## src/rtl/seq_scan_arbiter_if.sv

```systemverilog
// seq_scan_arbiter_if: requester and detector signals shared by the arbiter and its environment.
interface seq_scan_arbiter_if #(
   parameter int WIDTH = 8,
   parameter int CW    = $clog2(WIDTH + 1)
);
   logic [1:0]       req;
   logic [WIDTH-1:0] data0;
   logic [WIDTH-1:0] data1;
   logic             det_hit;
   logic [1:0]       grant;
   logic             busy;
   logic             det_w;
   logic             det_step;
   logic             det_clear;
   logic [1:0]       done;
   logic [CW-1:0]    hit_count;
   modport master (
      output req, data0, data1, det_hit,
      input  grant, busy, det_w, det_step, det_clear, done, hit_count
   );
   modport slave (
      input  req, data0, data1, det_hit,
      output grant, busy, det_w, det_step, det_clear, done, hit_count
   );
endinterface

```

## src/rtl/seq_scan_arbiter.sv

```systemverilog
// seq_scan_arbiter: round-robin sharing of one serial sequence detector between two requesters,
// streaming each job word MSB first and counting detector hits.
module seq_scan_arbiter #(
   parameter int WIDTH = 8
) (
   input logic               clock,
   input logic               resetn,
   seq_scan_arbiter_if.slave sif
);
   localparam int CW = $clog2(WIDTH + 1);
   localparam logic [2:0] IDLE   = 3'd0;
   localparam logic [2:0] CLEAR  = 3'd1;
   localparam logic [2:0] SHIFT  = 3'd2;
   localparam logic [2:0] SAMPLE = 3'd3;
   localparam logic [2:0] DONE   = 3'd4;
   localparam logic [CW-1:0] LAST_BIT = CW'(WIDTH - 1);
   logic [2:0]       r_state;
   logic [WIDTH-1:0] r_sreg;
   logic [CW-1:0]    r_bitcnt;
   logic [CW-1:0]    r_hits;
   logic [CW-1:0]    r_hit_count;
   logic [1:0]       r_grant;
   logic             r_last;
   logic             w_win;
   // On a tie the requester not served last wins; last resets to 1 so requester 0 wins first.
   assign w_win = (sif.req == 2'b11) ? ~r_last : sif.req[1];
   always_ff @(posedge clock) begin
      if (!resetn) begin
         r_state     <= IDLE;
         r_sreg      <= '0;
         r_bitcnt    <= '0;
         r_hits      <= '0;
         r_hit_count <= '0;
         r_grant     <= 2'b00;
         r_last      <= 1'b1;
      end else begin
         case (r_state)
            IDLE: if (|sif.req) begin
               r_sreg  <= w_win ? sif.data1 : sif.data0;
               r_grant <= w_win ? 2'b10 : 2'b01;
               r_state <= CLEAR;
            end
            CLEAR: begin
               r_bitcnt    <= '0;
               r_hits      <= '0;
               r_hit_count <= '0;
               r_state     <= SHIFT;
            end
            SHIFT: r_state <= SAMPLE;
            SAMPLE: begin
               r_hits   <= r_hits + {{(CW-1){1'b0}}, sif.det_hit};
               r_sreg   <= r_sreg << 1;
               r_bitcnt <= r_bitcnt + 1'b1;
               r_state  <= (r_bitcnt == LAST_BIT) ? DONE : SHIFT;
            end
            DONE: begin
               r_hit_count <= r_hits;
               r_last      <= r_grant[1];
               r_grant     <= 2'b00;
               r_state     <= IDLE;
            end
            default: begin
               r_grant <= 2'b00;
               r_state <= IDLE;
            end
         endcase
      end
   end
   assign sif.grant     = r_grant;
   assign sif.busy      = (r_state == CLEAR) || (r_state == SHIFT) || (r_state == SAMPLE) || (r_state == DONE);
   assign sif.det_w     = ((r_state == SHIFT) || (r_state == SAMPLE)) ? r_sreg[WIDTH-1] : 1'b0;
   assign sif.det_step  = (r_state == SHIFT);
   assign sif.det_clear = (r_state == CLEAR);
   assign sif.done      = (r_state == DONE) ? r_grant : 2'b00;
   assign sif.hit_count = r_hit_count;
endmodule

```

## src/flat_wrapper.sv

```systemverilog
// flat-port wrapper written by rule: the top's interface ports become plain ports
module seq_scan_arbiter_flat 
#(
   parameter int WIDTH = 8
)
  (clock, resetn, sif_req, sif_data0, sif_data1, sif_det_hit, sif_grant, sif_busy, sif_det_w, sif_det_step, sif_det_clear, sif_done, sif_hit_count);
  seq_scan_arbiter_if #(.WIDTH(WIDTH)) sif_i ();
  input logic clock;
  input logic resetn;
  input wire logic [$bits(sif_i.req)-1:0] sif_req;
  input wire logic [$bits(sif_i.data0)-1:0] sif_data0;
  input wire logic [$bits(sif_i.data1)-1:0] sif_data1;
  input wire logic [$bits(sif_i.det_hit)-1:0] sif_det_hit;
  output wire logic [$bits(sif_i.grant)-1:0] sif_grant;
  output wire logic [$bits(sif_i.busy)-1:0] sif_busy;
  output wire logic [$bits(sif_i.det_w)-1:0] sif_det_w;
  output wire logic [$bits(sif_i.det_step)-1:0] sif_det_step;
  output wire logic [$bits(sif_i.det_clear)-1:0] sif_det_clear;
  output wire logic [$bits(sif_i.done)-1:0] sif_done;
  output wire logic [$bits(sif_i.hit_count)-1:0] sif_hit_count;
  assign sif_i.req = sif_req;
  assign sif_i.data0 = sif_data0;
  assign sif_i.data1 = sif_data1;
  assign sif_i.det_hit = sif_det_hit;
  assign sif_grant = sif_i.grant;
  assign sif_busy = sif_i.busy;
  assign sif_det_w = sif_i.det_w;
  assign sif_det_step = sif_i.det_step;
  assign sif_det_clear = sif_i.det_clear;
  assign sif_done = sif_i.done;
  assign sif_hit_count = sif_i.hit_count;
  seq_scan_arbiter #(.WIDTH(WIDTH)) u_core (.clock(clock), .resetn(resetn), .sif(sif_i));
endmodule
```

## config.mk

```make
export PLATFORM = sky130hd
export DESIGN_NAME = seq_scan_arbiter_flat
export DESIGN_NICKNAME = d
export VERILOG_FILES = /design/src/rtl/seq_scan_arbiter_if.sv /design/src/rtl/seq_scan_arbiter.sv /design/src/flat_wrapper.sv
export SDC_FILE = /design/constraint.sdc
export NUM_CORES = 1
export LEC_CHECK = 0
export CORE_MARGIN = 3
export CORE_UTILIZATION = 30
export DETAILED_ROUTE_END_ITERATION = 16
export GPL_TIMING_DRIVEN = 0
export PLACE_DENSITY = 0.55
export SYNTH_ARGS = -nofsm -noshare
export SYNTH_HDL_FRONTEND = slang
export SYNTH_SLANG_ARGS = --single-unit
```

## constraint.sdc

```tcl
create_clock -name clock -period 1.07 [get_ports clock]
set_input_delay 0.107 -clock clock [delete_from_list [all_inputs] [get_ports clock]]
set_output_delay 0.107 -clock clock [all_outputs]
set_load 0.01 [all_outputs]
```

==> impl_metrics.yaml <==
power:
  p_switching_uw: 624
  p_seq_share_pct: 46.4
  comb_power_share_pct: 24.1
  p_leak_nw: 0.830
  clkPwrFrac_pct: 29.5
  p_int_mw: 1.63
  power.density_nw_per_um2: 1010
  worst_ir_drop_vdd_uv: 686
  swShare_pct: 27.6
yosys:
  netlist_instances: 155
  yosys-top-cells-area: "dfxtp_1 (39%), mux2i_1 (5.9%), nand2b_1 (4.6%)"
  synth_area_leader_cell: "dfxtp_1"
  synth_area_per_cell_sq_um: 8.69
  synthDistinctLibCells: 37
  ys_seq_elements: 26
  synth_top_area_share_pct: 38.7
  synthesis.nets: 179
  syn_area_sq_um: 1350
  yosysSeqAreaShare_pct: 38.7
  yosys_warnings: 0
setup_path:
  critical_path_class: "reg2out"
  path_delay_family: "flip-flops"
  rr_worst_depth: 5
  path_cells: "nor2_4, buf_6, and3_4, buf_6"
  endpoint_kind: "primary output"
  arrival_ns: 1.20
  cpPeakStageDelay_ns: 0.38
  path_common_cell: "buf_6"
  reg2reg_setup_slack_ns: -0.24
  startpoint: "u_core.r_state[1]"
  critPathLaunchType: "flop"
  reg2reg_to: "u_core.r_state[2]"
  rr_startpoint: "u_core.r_state[2]"
  cp.depth: 4
  crit_buf_inv: 2
  cp.required_ns: 0.96
  crit_end: "sif_done[1]"
  critical-path-slowest-cell: "dfxtp_4"
  crit_fanout: 5
cts:
  clk_latency_ns: 0.28
  root_buffer: "clkbuf_8"
  h-tree-depth: 1
  clock_sinks: 26
  path_clk_slew_ns: 0.10
  cts_max_path_buffers: 2
  cts_tree: "built"
  cts_buffers: 3
  ctsHoldBuffers: 0
final_layout:
  fin_area_sq_um: 2230
  layout_common_cells: "dfxtp_1 (19), clkdlybuf4s50_1 (17), buf_6 (16), buf_4 (11), nand2b_1 (10)"
  final_common_cell: "dfxtp_1"
  multi_input_area_sq_um: 981
  fillCellCount: 371
  diodes: 0
  fin_nets: 234
  layout-drive-gt1-share_pct: 39.2
  seq_area_sq_um: 534
  area_growth_pct: 65.3
sta:
  hold_violations: 0
  worstMarginPinSlew_ns: 0.552
  rsz0062_at_grt: "yes"
  setup-violations-final: 30
  fin_ws_ns: -0.242
  fin_worst_skew_ns: 0.0108
  final.min_clock_period_ns: 1.31
  maxSlewHeadroom_pct: 63.2
  drv_slew: 0
  max_freq_mhz: 762
  period_share_pct: 123
route:
  drt-total-wl_um: 4060
  routed.top_layer: "met4"
  wl_met3_um: 150
  wl_per_cell_um: 15.7
  postRouteAntennaNets: 0
  vias_per_cell: 5.34
  met1Wirelength_um: 1790
  vias: 1383
  wl_met2_um: 2080
  first_iter_violations: 77
  drt-pass1-iter-count: 4
  drc: 0
place:
  gp_congestion: 0.764
  io_buffers: 31
  hpwl_um: 2550
  placed_area_sq_um: 1750
  place_ws_ns: -0.566
floorplanning:
  rows: 23
  core_sq_um: 4170
  start_util_pct: 32.3
  die_w_um: 73.0
  ioPinCount: 33
  dieArea_sq_um: 5330
  die_h_um: 73.0
job:
  maxCapViolCount: 0
min_path:
  hp-class: "in2reg"
global_routing:
  grt_overflow_total: 0
  grt_max_degree: 15
  grt_pass1_wl_um: 6310
  antenna_found_initial: 0
  grt_pass1_vias: 1331
  track_usage_pct: 15.0
run_status:
  status: "finished, violations left"
  failed_checks: "setup timing"
-- cells in the mapped netlist --
library cell  count
dfxtp_1          26
a21oi_1          10
nand2b_1         10
nand3_1          10
nand2_1           9
nor2_1            9
mux2i_1           8
nand3b_1          7
o21ai_0           7
buf_2             6
o221ai_1          6
a211o_1           4
a21o_1            4
a22oi_1           4
inv_1             4
and3_1            3
clkbuf_1          3
ha_1              3
nor3_1            2
o211ai_1          2
or3_1             2
a21boi_1          1
a311oi_1          1
a31oi_1           1
and3b_1           1
buf_4             1
buf_6             1
nor2b_1           1
nor3b_1           1
nor4_1            1
nor4bb_1          1
o2111ai_1         1
o21ba_2           1
o21bai_1          1
or2_0             1
xnor2_1           1
xor2_1            1
-- worst min-delay path by stage --
| stage | start | endpoint | cells past startpoint | slack (ns) |
|---|---|---|---|---|
| 6_report | resetn | u_core.r_state[2] | 3 | 0.25 |
| 5_1_grt | resetn | u_core.r_state[2] | 3 | 0.29 |
| 4_1_cts | resetn | u_core.r_state[2] | 3 | 0.22 |
| 3_5_place_dp | u_core.r_bitcnt[3] | u_core.r_state[2] | 1 | 0.46 |
| 3_3_place_gp | u_core.r_bitcnt[3] | u_core.r_state[2] | 1 | 0.44 |
| 2_1_floorplan | sif_req[1] | u_core.sif.grant[1] | 2 | 0.26 |
-- what timing repair did --
item | in CTS | in global routing
cloned | 1 | 0
setup buffers | 12 | 6
resized for setup | 78 | 36
endpoints found under the setup margin | 38 | 36
pin swaps | 8 | 13
hold endpoints to repair | 0 | 0
-- logic make-up (layout without fill, tap and decap cells) --
group                    count (synthesis)  after routing  synth area share (%)
AO/OA/AOI/OAI                           43             43                  22.0
AND/OR/NAND/NOR                         58             58                  23.7
XOR/XNOR                                 2              2                  1.30
flip-flops                              26             26                  38.7
multiplexers                             8              8                  5.95
buffers and inverters                   15             69                  5.58
adder cells (fa/ha/maj)                  3              3                  2.79
-- through the flow --
step	hold slack (ns)	std cells	setup TNS, ns	power [mW]	utilization (%)
floorplan	0.258	155	-0.0686	1.27	-
global placement	0.443	236	-8.65	1.44	41.9
detailed placement	0.456	236	-8.87	1.44	41.9
CTS	0.220	253	-4.03	2.17	48.4
global route	0.287	259	-6.64	2.35	53.3
finish	0.254	259	-4.95	2.26	53.3
-- layer usage --
| layer | vias up | global-route usage [%] |
|---|---|---|
| met2 | 21 | 25.0 |
| met5 | - | 0 |
| met3 | 4 | 3.44 |
| met4 | 0 | 1.84 |
| li1 | 682 | - |
| met1 | 676 | 20.2 |
-- registers in the layout, indices dropped and copies added (netlist names) --
register	count
u_core.sif.grant	2
u_core.r_hits	4
u_core.r_state	3
u_core.sif.hit_count	4
u_core.r_sreg	8
u_core.r_bitcnt	4
u_core.r_last	1
-- area by class of cell --
| cell class | instances | area share (%) |
|---|---|---|
| clock buffer | 4 | 2.47 |
| multi-input combinational | 114 | 44.1 |
| tap | 50 | 2.81 |
| buffer | 11 | 5.06 |
| inverter | 4 | 0.787 |
| timing repair buffer | 50 | 20.8 |
| sequential | 26 | 24.0 |
-- worst min-delay path, delay by kind of cell --
kind	cells	cell delay, ns
buffers and inverters	2	0.34
AND/OR/NAND/NOR	1	0.06
-- power by group through the flow --
stage / Clock (mW) / Combinational [mW] / Sequential [mW]
final: 0.665 / 0.544 / 1.05
after global routing: 0.713 / 0.581 / 1.05
after CTS: 0.670 / 0.452 / 1.04
after detailed placement: 0 / 0.376 / 1.06
after global placement: 0 / 0.373 / 1.06
after floorplan: 0 / 0.210 / 1.06
(Power assumes the default switching activity.)
